**config.mk**
```make
export PLATFORM = sky130hd
export DESIGN_NAME = wb_write_arbiter_flat
export DESIGN_NICKNAME = d
export VERILOG_FILES = /design/src/rtl/wb_write_arbiter_pkg.sv /design/src/rtl/wb_write_arbiter_if.sv /design/src/rtl/wb_write_arbiter_rr_grant2.sv /design/src/rtl/wb_write_arbiter.sv /design/src/flat_wrapper.sv
export SDC_FILE = /design/constraint.sdc
export NUM_CORES = 1
export LEC_CHECK = 0
export ABC_AREA = 0
export BUFFER_PORTS_ARGS = -buffer_cell sky130_fd_sc_hd__buf_2
export CAP_MARGIN = 40
export CORE_ASPECT_RATIO = 0.6
export CORE_MARGIN = 4
export CORE_UTILIZATION = 55
export CTS_BUF_LIST = sky130_fd_sc_hd__clkbuf_8
export DETAILED_ROUTE_END_ITERATION = 8
export PLACE_DENSITY_LB_ADDON = 0.08
export SYNTH_ARGS = -nofsm -noshare
export SYNTH_HDL_FRONTEND = slang
export SYNTH_SLANG_ARGS = --single-unit
```
**constraint.sdc**
```tcl
create_clock -name clk -period 15.1 [get_ports clk]
set_input_delay 2.265 -clock clk [delete_from_list [all_inputs] [get_ports clk]]
set_output_delay 2.265 -clock clk [all_outputs]
set_load 0.1 [all_outputs]
```
**src/rtl/wb_write_arbiter_pkg.sv**
```systemverilog
`default_nettype none
// ============================================================================
// Module      : wb_pkg
// Description : Shared types and constants for the regfile write-back path.
// Revision    : 1.0  initial release
// ============================================================================
package wb_pkg;

    localparam int REG_AW = 5;
    localparam int DATA_W = 32;

    // Source index assignment on the write-back request vector
    localparam int SRC_ALU = 0;
    localparam int SRC_MDU = 1;
    localparam int SRC_LSU = 2;

    // One pending register write
    typedef struct packed {
        logic [REG_AW-1:0] addr;
        logic [DATA_W-1:0] data;
    } wb_entry_t;

endpackage : wb_pkg
`default_nettype wire

```
**src/rtl/wb_write_arbiter_if.sv**
```systemverilog
`default_nettype none
// ============================================================================
// Module      : wb_write_arbiter_if
// Description : Result-source, regfile-write and forwarding signals of the
//               write-back arbiter. master = surrounding core, slave = arbiter.
// Revision    : 1.0  initial release
// ============================================================================
interface wb_write_arbiter_if
    import wb_pkg::*;
#(
    parameter int NUM_SRC = 3,
    parameter int DEPTH   = 4
);
    localparam int c_lw = $clog2(DEPTH) + 1;

    logic [NUM_SRC-1:0]        src_valid;
    logic [NUM_SRC-1:0]        src_ready;
    logic [REG_AW*NUM_SRC-1:0] src_waddr;
    logic [DATA_W*NUM_SRC-1:0] src_wdata;

    logic                      we;
    logic [REG_AW-1:0]         waddr;
    logic [DATA_W-1:0]         wdata;

    logic [REG_AW-1:0]         fwd_raddr1;
    logic                      fwd_hit1;
    logic [DATA_W-1:0]         fwd_data1;
    logic [REG_AW-1:0]         fwd_raddr2;
    logic                      fwd_hit2;
    logic [DATA_W-1:0]         fwd_data2;

    logic [c_lw-1:0]           q_level;

    modport master (
        output src_valid, src_waddr, src_wdata, fwd_raddr1, fwd_raddr2,
        input  src_ready, we, waddr, wdata,
        input  fwd_hit1, fwd_data1, fwd_hit2, fwd_data2, q_level
    );

    modport slave (
        input  src_valid, src_waddr, src_wdata, fwd_raddr1, fwd_raddr2,
        output src_ready, we, waddr, wdata,
        output fwd_hit1, fwd_data1, fwd_hit2, fwd_data2, q_level
    );

endinterface : wb_write_arbiter_if
`default_nettype wire

```
**src/rtl/wb_write_arbiter_rr_grant2.sv**
```systemverilog
`default_nettype none
// ============================================================================
// Module      : wb_rr_grant2
// Description : Round-robin pick of up to two requesters (limited by i_slots),
//               scanning from i_rr_ptr upward with wrap. Reports the grant
//               mask, the first/second winners in scan order and the pointer
//               to use next cycle (one past the last winner).
// Revision    : 1.0  initial release
// ============================================================================
module wb_rr_grant2 #(
    parameter int NUM_REQ = 3,
    parameter int PTR_W   = (NUM_REQ > 1) ? $clog2(NUM_REQ) : 1
) (
    input  logic [NUM_REQ-1:0] i_req,
    input  logic [PTR_W-1:0]   i_rr_ptr,
    input  logic [1:0]         i_slots,
    output logic [NUM_REQ-1:0] o_gnt,
    output logic               o_first_vld,
    output logic [PTR_W-1:0]   o_first_idx,
    output logic               o_second_vld,
    output logic [PTR_W-1:0]   o_second_idx,
    output logic [PTR_W-1:0]   o_next_ptr
);

    logic [1:0] w_cnt;
    int         w_idx;
    int         w_last;

    // Walk requesters in rotated order, granting until the slot budget is spent
    always_comb begin
        o_gnt        = '0;
        o_first_vld  = 1'b0;
        o_first_idx  = '0;
        o_second_vld = 1'b0;
        o_second_idx = '0;
        w_cnt        = 2'd0;
        w_idx        = 0;
        w_last       = -1;
        for (int k = 0; k < NUM_REQ; k++) begin
            w_idx = (int'(i_rr_ptr) + k) % NUM_REQ;
            if (i_req[w_idx] && (w_cnt < i_slots)) begin
                o_gnt[w_idx] = 1'b1;
                if (w_cnt == 2'd0) begin
                    o_first_vld = 1'b1;
                    o_first_idx = PTR_W'(w_idx);
                end else begin
                    o_second_vld = 1'b1;
                    o_second_idx = PTR_W'(w_idx);
                end
                w_cnt  = w_cnt + 2'd1;
                w_last = w_idx;
            end
        end
        if (w_last >= 0) begin
            o_next_ptr = PTR_W'((w_last + 1) % NUM_REQ);
        end else begin
            o_next_ptr = i_rr_ptr;
        end
    end

endmodule : wb_rr_grant2
`default_nettype wire

```
**src/rtl/wb_write_arbiter.sv**
```systemverilog
`default_nettype none
// ============================================================================
// Module      : wb_write_arbiter
// Description : Collects results from NUM_SRC functional units into an
//               in-order write queue (up to 2 pushes/cycle), retires one entry
//               per cycle to the regfile write port and forwards the newest
//               queued value for two read addresses.
// Revision    : 1.0  initial release
// ============================================================================
module wb_write_arbiter
    import wb_pkg::*;
#(
    parameter int NUM_SRC = 3,
    parameter int DEPTH   = 4
) (
    input  logic              clk,
    input  logic              rst,
    wb_write_arbiter_if.slave bus
);

    localparam int c_aw = $clog2(DEPTH);
    localparam int c_lw = c_aw + 1;
    localparam int c_pw = (NUM_SRC > 1) ? $clog2(NUM_SRC) : 1;

    // Queue state
    wb_entry_t        r_q_mem [DEPTH];
    logic [c_aw-1:0]  r_head;
    logic [c_aw-1:0]  r_tail;
    logic [c_lw-1:0]  r_level;
    logic [c_pw-1:0]  r_rr_ptr;

    // Per-source unpacked views
    logic [REG_AW-1:0]  w_src_addr [NUM_SRC];
    logic [DATA_W-1:0]  w_src_data [NUM_SRC];
    logic [NUM_SRC-1:0] w_req;
    logic [NUM_SRC-1:0] w_r0;
    logic [NUM_SRC-1:0] w_gnt;

    logic               w_pop;
    logic [c_lw-1:0]    w_free;
    logic [1:0]         w_slots;
    logic               w_first_vld;
    logic               w_second_vld;
    logic [c_pw-1:0]    w_first_idx;
    logic [c_pw-1:0]    w_second_idx;
    logic [c_pw-1:0]    w_next_ptr;
    logic [c_lw-1:0]    w_npush;
    wb_entry_t          w_ent0;
    wb_entry_t          w_ent1;

    logic               w_hit1;
    logic               w_hit2;
    logic [DATA_W-1:0]  w_fd1;
    logic [DATA_W-1:0]  w_fd2;

    // Writes to r0 are acknowledged immediately and never queued
    generate
        for (genvar gi = 0; gi < NUM_SRC; gi++) begin : g_src
            assign w_src_addr[gi] = bus.src_waddr[REG_AW*gi +: REG_AW];
            assign w_src_data[gi] = bus.src_wdata[DATA_W*gi +: DATA_W];
            assign w_r0[gi]       = bus.src_valid[gi] && (w_src_addr[gi] == '0);
            assign w_req[gi]      = bus.src_valid[gi] && (w_src_addr[gi] != '0);
        end
    endgenerate

    // The head retires every cycle the queue is non-empty, so its slot is
    // reusable by a push in the same cycle.
    assign w_pop   = (r_level != '0);
    assign w_free  = c_lw'(DEPTH) - r_level + c_lw'(w_pop);
    assign w_slots = (w_free >= c_lw'(2)) ? 2'd2 : w_free[1:0];

    wb_rr_grant2 #(
        .NUM_REQ (NUM_SRC),
        .PTR_W   (c_pw)
    ) u_grant (
        .i_req        (w_req),
        .i_rr_ptr     (r_rr_ptr),
        .i_slots      (w_slots),
        .o_gnt        (w_gnt),
        .o_first_vld  (w_first_vld),
        .o_first_idx  (w_first_idx),
        .o_second_vld (w_second_vld),
        .o_second_idx (w_second_idx),
        .o_next_ptr   (w_next_ptr)
    );

    assign bus.src_ready = w_gnt | w_r0;

    assign w_ent0.addr = w_src_addr[w_first_idx];
    assign w_ent0.data = w_src_data[w_first_idx];
    assign w_ent1.addr = w_src_addr[w_second_idx];
    assign w_ent1.data = w_src_data[w_second_idx];
    assign w_npush     = c_lw'(w_first_vld) + c_lw'(w_second_vld);

    // Queue storage: winners land at tail and tail+1 in grant order
    always_ff @(posedge clk) begin
        if (w_first_vld) begin
            r_q_mem[r_tail] <= w_ent0;
        end
        if (w_second_vld) begin
            r_q_mem[r_tail + c_aw'(1)] <= w_ent1;
        end
    end

    // Pointers, occupancy and round-robin pointer
    always_ff @(posedge clk) begin
        if (rst) begin
            r_head   <= '0;
            r_tail   <= '0;
            r_level  <= '0;
            r_rr_ptr <= '0;
        end else begin
            r_head   <= r_head + c_aw'(w_pop);
            r_tail   <= r_tail + c_aw'(w_npush);
            r_level  <= r_level + w_npush - c_lw'(w_pop);
            r_rr_ptr <= w_next_ptr;
        end
    end

    // Retire port: head entry, zeroed when the queue is empty
    assign bus.we      = w_pop;
    assign bus.waddr   = w_pop ? r_q_mem[r_head].addr : '0;
    assign bus.wdata   = w_pop ? r_q_mem[r_head].data : '0;
    assign bus.q_level = r_level;

    // Forwarding: scan head to tail so the newest matching entry wins
    always_comb begin
        w_hit1 = 1'b0;
        w_fd1  = '0;
        w_hit2 = 1'b0;
        w_fd2  = '0;
        for (int k = 0; k < DEPTH; k++) begin
            if (c_lw'(k) < r_level) begin
                if (r_q_mem[r_head + c_aw'(k)].addr == bus.fwd_raddr1) begin
                    w_hit1 = 1'b1;
                    w_fd1  = r_q_mem[r_head + c_aw'(k)].data;
                end
                if (r_q_mem[r_head + c_aw'(k)].addr == bus.fwd_raddr2) begin
                    w_hit2 = 1'b1;
                    w_fd2  = r_q_mem[r_head + c_aw'(k)].data;
                end
            end
        end
        if (bus.fwd_raddr1 == '0) begin
            w_hit1 = 1'b0;
            w_fd1  = '0;
        end
        if (bus.fwd_raddr2 == '0) begin
            w_hit2 = 1'b0;
            w_fd2  = '0;
        end
    end

    assign bus.fwd_hit1  = w_hit1;
    assign bus.fwd_data1 = w_fd1;
    assign bus.fwd_hit2  = w_hit2;
    assign bus.fwd_data2 = w_fd2;

endmodule : wb_write_arbiter
`default_nettype wire

```
**src/flat_wrapper.sv**
```systemverilog
// flat-port wrapper written by rule: the top's interface ports become plain ports
module wb_write_arbiter_flat import wb_pkg::*;
#(
    parameter int NUM_SRC = 3,
    parameter int DEPTH   = 4
)
  (clk, rst, bus_src_valid, bus_src_waddr, bus_src_wdata, bus_fwd_raddr1, bus_fwd_raddr2, bus_src_ready, bus_we, bus_waddr, bus_wdata, bus_fwd_hit1, bus_fwd_data1, bus_fwd_hit2, bus_fwd_data2, bus_q_level);
  wb_write_arbiter_if #(.NUM_SRC(NUM_SRC), .DEPTH(DEPTH)) bus_i ();
  input  logic clk;
  input  logic rst;
  input wire logic [$bits(bus_i.src_valid)-1:0] bus_src_valid;
  input wire logic [$bits(bus_i.src_waddr)-1:0] bus_src_waddr;
  input wire logic [$bits(bus_i.src_wdata)-1:0] bus_src_wdata;
  input wire logic [$bits(bus_i.fwd_raddr1)-1:0] bus_fwd_raddr1;
  input wire logic [$bits(bus_i.fwd_raddr2)-1:0] bus_fwd_raddr2;
  output wire logic [$bits(bus_i.src_ready)-1:0] bus_src_ready;
  output wire logic [$bits(bus_i.we)-1:0] bus_we;
  output wire logic [$bits(bus_i.waddr)-1:0] bus_waddr;
  output wire logic [$bits(bus_i.wdata)-1:0] bus_wdata;
  output wire logic [$bits(bus_i.fwd_hit1)-1:0] bus_fwd_hit1;
  output wire logic [$bits(bus_i.fwd_data1)-1:0] bus_fwd_data1;
  output wire logic [$bits(bus_i.fwd_hit2)-1:0] bus_fwd_hit2;
  output wire logic [$bits(bus_i.fwd_data2)-1:0] bus_fwd_data2;
  output wire logic [$bits(bus_i.q_level)-1:0] bus_q_level;
  assign bus_i.src_valid = bus_src_valid;
  assign bus_i.src_waddr = bus_src_waddr;
  assign bus_i.src_wdata = bus_src_wdata;
  assign bus_i.fwd_raddr1 = bus_fwd_raddr1;
  assign bus_i.fwd_raddr2 = bus_fwd_raddr2;
  assign bus_src_ready = bus_i.src_ready;
  assign bus_we = bus_i.we;
  assign bus_waddr = bus_i.waddr;
  assign bus_wdata = bus_i.wdata;
  assign bus_fwd_hit1 = bus_i.fwd_hit1;
  assign bus_fwd_data1 = bus_i.fwd_data1;
  assign bus_fwd_hit2 = bus_i.fwd_hit2;
  assign bus_fwd_data2 = bus_i.fwd_data2;
  assign bus_q_level = bus_i.q_level;
  wb_write_arbiter #(.NUM_SRC(NUM_SRC), .DEPTH(DEPTH)) u_core (.clk(clk), .rst(rst), .bus(bus_i));
endmodule
```
==> results of run 1 <==
-- critical path, delay by kind of cell --
family	cells	cell delay, ns
AOI/OAI and AO/OA	15	4.06
xor gates and xnor gates	1	0.22
buffers and inverters	6	0.82
adders and majority gates	5	1.37
and+or+nand+nor	8	2.78
-- final cells by class --
cell class	count	area, µm²
inverters	31	118.9
well taps	367	459.2
clock buffers	17	234.0
flip-flops and latches	157	4632
repair buffers	267	1539
clock inverters	15	171.4
fillers	2348	10140
multi-input cells	1455	10280
-- state kept, by name, indices dropped and copies added, names as in the netlist --
register,flops
u_core.r_rr_ptr,2
u_core.bus.q_level,3
u_core.r_head,2
u_core.r_q_mem,148
u_core.r_tail,2
-- synthesized netlist by cell type, types with 7 or more instances --
cell and number:
mux2i_1 299, nor2_1 271, nand2_1 186, edfxtp_1 148, o21ai_0 127, clkbuf_1 116, a21oi_1 90, mux2_2 75
a31oi_1 70, a221o_1 67, a211oi_1 37, buf_1 37, ha_1 29, inv_1 29, xor2_1 28, xnor2_1 21
nand3_1 18, nor3_1 14, dfxtp_1 9, and2_1 8, nand4_1 7
-- metrics by stage --
stage,util,instances,instance area [µm²]
finish,0.6323,2309,17440
global route,0.6323,2309,17440
CTS,0.6323,2309,17440
detailed placement,0.6176,2277,17030
global placement,0.6107,2268,16840
floorplan,-,1801,15440
-- worst paths after layout --
check | startpoint | end | cells past startpoint
max | bus_src_waddr[0] | u_core.r_rr_ptr[1] | 35
min | u_core.r_rr_ptr[0] | u_core.r_rr_ptr[0] | 2
max reg2reg | u_core.bus.q_level[2] | u_core.r_rr_ptr[1] | 36
min reg2reg | u_core.r_rr_ptr[0] | u_core.r_rr_ptr[0] | 2
-- kinds of logic after synthesis --
logic type / count (synthesis) / share of synthesized area
buffers and inverters: 189 / 0.04709
and+or+nand+nor: 551 / 0.1509
DFF: 157 / 0.2996
xor gates and xnor gates: 52 / 0.03145
AOI/OAI and AO/OA: 448 / 0.1976
muxes: 374 / 0.2486
adders and majority gates: 30 / 0.02480
-- metal layers --
layer	wire [µm]	GRT usage
met1	22960	0.4779
met2	22550	0.4917
met3	6009	0.07645
met4	1095	0.08977
met5	0	0
==> metrics.md, run 1 <==
| Metric | Value |
|---|---|
| Syn_area_per_cell | 8.572 µm² |
| Register-to-register setup slack | 4.54 ns |
| Initial Util | 0.5597 |
| Final setup margin | 3.942 ns |
| Drt wl/cell | 22.79 µm |
| Placer Congestion | 0.9364 |
| # hold bufs at CTS | 0 |
| Mapped Area | 0.01544 mm² |
| Most used DFF post-synth | edfxtp_1 |
| Area leader, netlist | edfxtp_1 |
| Final hold violations | 0 |
| Mapped Nets | 1957 |
| Max-cap violations | 0 |
| Worst-skew pair later-pin latency | 0.49 ns |
| Min cycle time layout | 11.16 ns |
| Post-CTS Setup Repair Bufs | 0 |
| Setup violators final | 0 |
| First-pass GRT wire length | 79.92 mm |
| Most common cell after layout, fill and taps aside | mux2i_1 |
| Setup_tns | 0 ns |
| Clock transition at the registers of the reported paths | 0.08 ns |
| # H-tree levels | 4 |
| Worst Setup End Kind | register |
| Worst Max-Slew Pin Slew | 0.9465 ns |
| YS warnings | 0 |
| Synth Instances | 1801 |
| #FFs+latches synth | 157 |
| Share of cells above drive strength 1 | 0.2178 |
| Worst hold path type | reg -> reg |
| Die area | 0.03090 mm² |
| Data arrival, critical path | 11.58 ns |
| Number of port buffers | 235 |
| Area added between synthesis and finish | 12.97% |
| Max-slew violations | 0 |
| Antenna violations before repair | 0 |
| DP Worst Slack | 3.672 ns |
| Clk root buf | clkbuf_8 |
| Top-area cell type share of the netlist area | 0.2879 |
| Vias per cell | 6.543 |
| CTS tree | yes |
| Die W | 224.3 µm |
| Cell Rows | 47 |
| Hold Slack | 0.6119 ns |
| TritonCTS buffer count | 17 |
| CP startpoint kind | input port |
| DRC viols | 0 |
| Fin Clk Skew | 0.01521 ns |
| Die Span Y | 137.8 µm |
| FFs w/ async S/R, synth | 0 |
| Final nets | 2085 |
| Crit-path most repeated cell | ha_1 |
| Top Ports | 236 |
| Diodes inserted | 0 |
| Largest net degree at the start of global routing | 94 |
| DR iter-0 viols | 1791 |
| CP Class | in -> reg |
| Final ANT Viol Nets | 0 |
| Top post-synthesis cells by area | edfxtp_1 29%, mux2i_1 19%, nor2_1 6.6% |
| DR vias | 15.11k |
| Worst slew margin | 0.3690 |
| Netlist cell types | 77 |
| Number of global-route vias before repair | 13.96k |
| Commonest non-fill, non-tap cells in the layout | 298 x mux2i_1, 267 x nor2_1, 235 x buf_2 |
| DRT Pass-1 Iters | 6 |
| Final period util | 0.7390 |
| GRT Total Usage | 0.3283 |
| Detailed Route WL | 52.62 mm |
| CTS max path bufs | 2 |
| EDFF count, synth | 148 |
| Worst EP required | 15.52 ns |
| Hpwl dp | 36.14 mm |
| Top achievable clock speed | 89.62 MHz |
| Cell at the slowest stage of the critical path | or4_4 |
| Outcome | finished clean |
| Worst-path maximum fanout | 11 |
| Cts repair resizes | 0 |
| Gr ovfl total | 0 |
| Clk sink count | 157 |
| Register area share after synthesis | 0.2996 |
| CP max stage delay | 0.58 ns |
| RSZ-0062 raised after global routing | false |
| Placeable Area | 0.02758 mm² |
Power of run 1 is not shown: default switching activity piles up to over one toggle a cycle in this logic, so the estimate is an artifact.
==> inputs of run 2 (changes only) <==
--- a/config.mk
+++ b/config.mk
@@ -5,12 +5,12 @@
 export SDC_FILE = /design/constraint.sdc
 export NUM_CORES = 1
 export LEC_CHECK = 0
-export ABC_AREA = 0
+export ABC_AREA = 1
 export BUFFER_PORTS_ARGS = -buffer_cell sky130_fd_sc_hd__buf_2
 export CAP_MARGIN = 40
 export CORE_ASPECT_RATIO = 0.6
 export CORE_MARGIN = 4
-export CORE_UTILIZATION = 55
+export CORE_UTILIZATION = 54
 export CTS_BUF_LIST = sky130_fd_sc_hd__clkbuf_8
 export DETAILED_ROUTE_END_ITERATION = 8
 export PLACE_DENSITY_LB_ADDON = 0.08
==> constraint.sdc (replaced) <==
create_clock -name clk -period 9.75 [get_ports clk]
set_input_delay 1.4625 -clock clk [delete_from_list [all_inputs] [get_ports clk]]
set_output_delay 1.4625 -clock clk [all_outputs]
set_load 0.1 [all_outputs]
==> metrics.md, run 2 <==
| Metric | Value |
|---|---|
| Outcome | finished clean |
| Most common cell after layout, fill and taps aside | nand2_1 |
| Die W | 227.4 µm |
| Max-cap violations | 0 |
| Initial Util | 0.5574 |
| DRC viols | 0 |
| Top-count cell post-synth | nand2_1 |
| Worst EP required | 10.13 ns |
| Number of global-route vias before repair | 14.97k |
| Most used DFF post-synth | edfxtp_1 |
| Hold Crit Start | u_core.r_rr_ptr[1] |
| Top Ports | 236 |
| Antenna violations before repair | 0 |
| CP Class | reg -> reg |
| CTS max path bufs | 2 |
| Worst Reg-to-Reg Cells | 52 |
| TritonCTS buffer count | 17 |
| DR iter-0 viols | 3309 |
| Max-slew violations | 0 |
| Largest Register | u_core.r_q_mem |
| Drt wl/cell | 20.35 µm |
| Crit-path most repeated cell | nand2_1 |
| Diodes inserted | 0 |
| Largest net degree at the start of global routing | 101 |
| # hold bufs at CTS | 0 |
| Vias per cell | 6.044 |
| R2r endpoint | u_core.r_rr_ptr[0] |
| Placeable Area | 0.02799 mm² |
| Setup_tns | 0 ns |
| GRT Total Usage | 0.3618 |
| Fin Clk Skew | 0.01684 ns |
| FFs w/ async S/R, synth | 0 |
| Die area | 0.03177 mm² |
| Min cycle time layout | 8.043 ns |
| Worst slew margin | 0.3516 |
| Hpwl dp | 45.85 mm |
| Synth Instances | 2433 |
| Register-to-register setup slack | 1.71 ns |
| Launch point of the critical path | u_core.bus.q_level[2] |
| Share of cells above drive strength 1 | 0.1518 |
| Top post-synthesis cells by area | edfxtp_1 28%, o21ai_0 16%, nand2_1 14% |
| EDFF count, synth | 148 |
| WHS Endpoint | u_core.r_rr_ptr[1] |
| Register area share after synthesis | 0.2964 |
| Worst hold path type | reg -> reg |
| Clk root buf | clkbuf_8 |
| Top achievable clock speed | 124.3 MHz |
| Final period util | 0.8249 |
| RSZ-0062 raised after global routing | false |
| First-pass GRT wire length | 89.48 mm |
| Post-CTS Setup Repair Bufs | 0 |
| Netlist cell types | 53 |
| Top-area cell type share of the netlist area | 0.2848 |
| Mapped Nets | 2589 |
| # H-tree levels | 4 |
| CP max stage delay | 0.45 ns |
| DR vias | 17.71k |
| Mapped Area | 0.01560 mm² |
| Area added between synthesis and finish | 12.43% |
| Final ANT Viol Nets | 0 |
| #FFs+latches synth | 157 |
| Commonest non-fill, non-tap cells in the layout | 574 x nand2_1, 489 x o21ai_0, 251 x nor2_1 |
| Worst-skew pair later-pin latency | 0.48 ns |
| Cell at the slowest stage of the critical path | nor2_1 |
| Max FFs per register | 148 |
| Worst Max-Slew Pin Slew | 0.9696 ns |
| YS warnings | 0 |
| Hold-critical path depth | 2 |
| Reg-to-Reg Start | u_core.bus.q_level[2] |
| Gr ovfl total | 0 |
| Clk sink count | 157 |
| DRT Pass-1 Iters | 6 |
| Syn_area_per_cell | 6.413 µm² |
| Worst-path maximum fanout | 14 |
| Placer Congestion | 0.9878 |
| Top cells by count, synth | 575 x nand2_1, 490 x o21ai_0, 255 x nor2_1 |
| Clock transition at the registers of the reported paths | 0.10 ns |
| Detailed Route WL | 59.62 mm |
| Cts repair resizes | 0 |
| Setup violators final | 0 |
| Cell Rows | 47 |
| CP startpoint kind | register |
| Die Span Y | 139.7 µm |
| Final hold violations | 0 |
| Area leader, netlist | edfxtp_1 |
| CTS tree | yes |
| Worst Setup End Kind | register |
| Layout fillers | 2558 |
| Final nets | 2706 |
| Data arrival, critical path | 8.43 ns |
| Number of port buffers | 235 |
## run 2: cell count changes after synthesis, moves of 36 or more
cell,before,now
mux2_2,75,0
o21ai_0,127,490
o22ai_1,1,76
o32ai_1,0,36
inv_1,29,234
nand2_1,186,575
clkbuf_1,116,155
a21oi_1,90,148
a221o_1,67,0
a31oi_1,70,3
mux2i_1,299,40
## run 2: through the flow
step           setup WS, ns  instance area (µm²)  instances  hold WS [ns]  utilization
6_report              1.707                17540       2930        0.6574       0.6267
2_1_floorplan         1.712                15600       2433        0.5686            -
5_1_grt               1.085                17540       2930        0.7080       0.6267
3_5_place_dp          1.907                17110       2894        0.6277       0.6112
4_1_cts               1.856                17520       2926        0.6441       0.6260
3_3_place_gp          2.179                16900       2881        0.6074       0.6039
## run 2: cell type report
type	instances	area, µm²	share of cell area
timing repair buffer	278	1595	0.09094
clock inverter	15	180.2	0.01027
inverter	248	932.1	0.05314
tap	367	459.2	0.02618
clock buffer	17	234.0	0.01334
multi-input combinational	1848	9512	0.5422
sequential	157	4629	0.2639
## run 2: worst max-delay path by stage
stage | cells past startpoint | slack, ns | endpoint
finish | 52 | 1.71 | u_core.r_rr_ptr[0]
floorplan | 51 | 1.71 | u_core.r_rr_ptr[0]
global route | 52 | 1.09 | u_core.r_rr_ptr[0]
global placement | 49 | 2.18 | u_core.r_rr_ptr[0]
detailed placement | 49 | 1.91 | u_core.r_rr_ptr[0]
CTS | 52 | 1.86 | u_core.r_rr_ptr[0]
## run 2: per-layer routing
metal | share of wire | routed length (µm) | global-route usage
met5 | 0 | 0 | 0
met4 | 0.0073 | 434 | 0.04009
met3 | 0.19 | 11330 | 0.1688
met2 | 0.34 | 20110 | 0.4007
met1 | 0.47 | 27750 | 0.6158
## run 2: critical path: cells and delay by family (launching register included)
kind / cells / cell delay, ns
flops: 1 / 0.40
fa+ha+maj: 8 / 2.06
simple gates: 31 / 3.91
compound gates: 3 / 0.63
buf+inv: 9 / 0.79
xor+xnor: 1 / 0.18
## run 2: kinds of logic after synthesis
kind of cell | count (synthesis) | share of synthesized area
simple gates | 936 | 0.2436
compound gates | 810 | 0.2880
buf+inv | 428 | 0.1038
flops | 157 | 0.2964
mux | 40 | 0.02566
xor+xnor | 32 | 0.01796
fa+ha+maj | 30 | 0.02454
Power of run 2 is left out for the same reason.
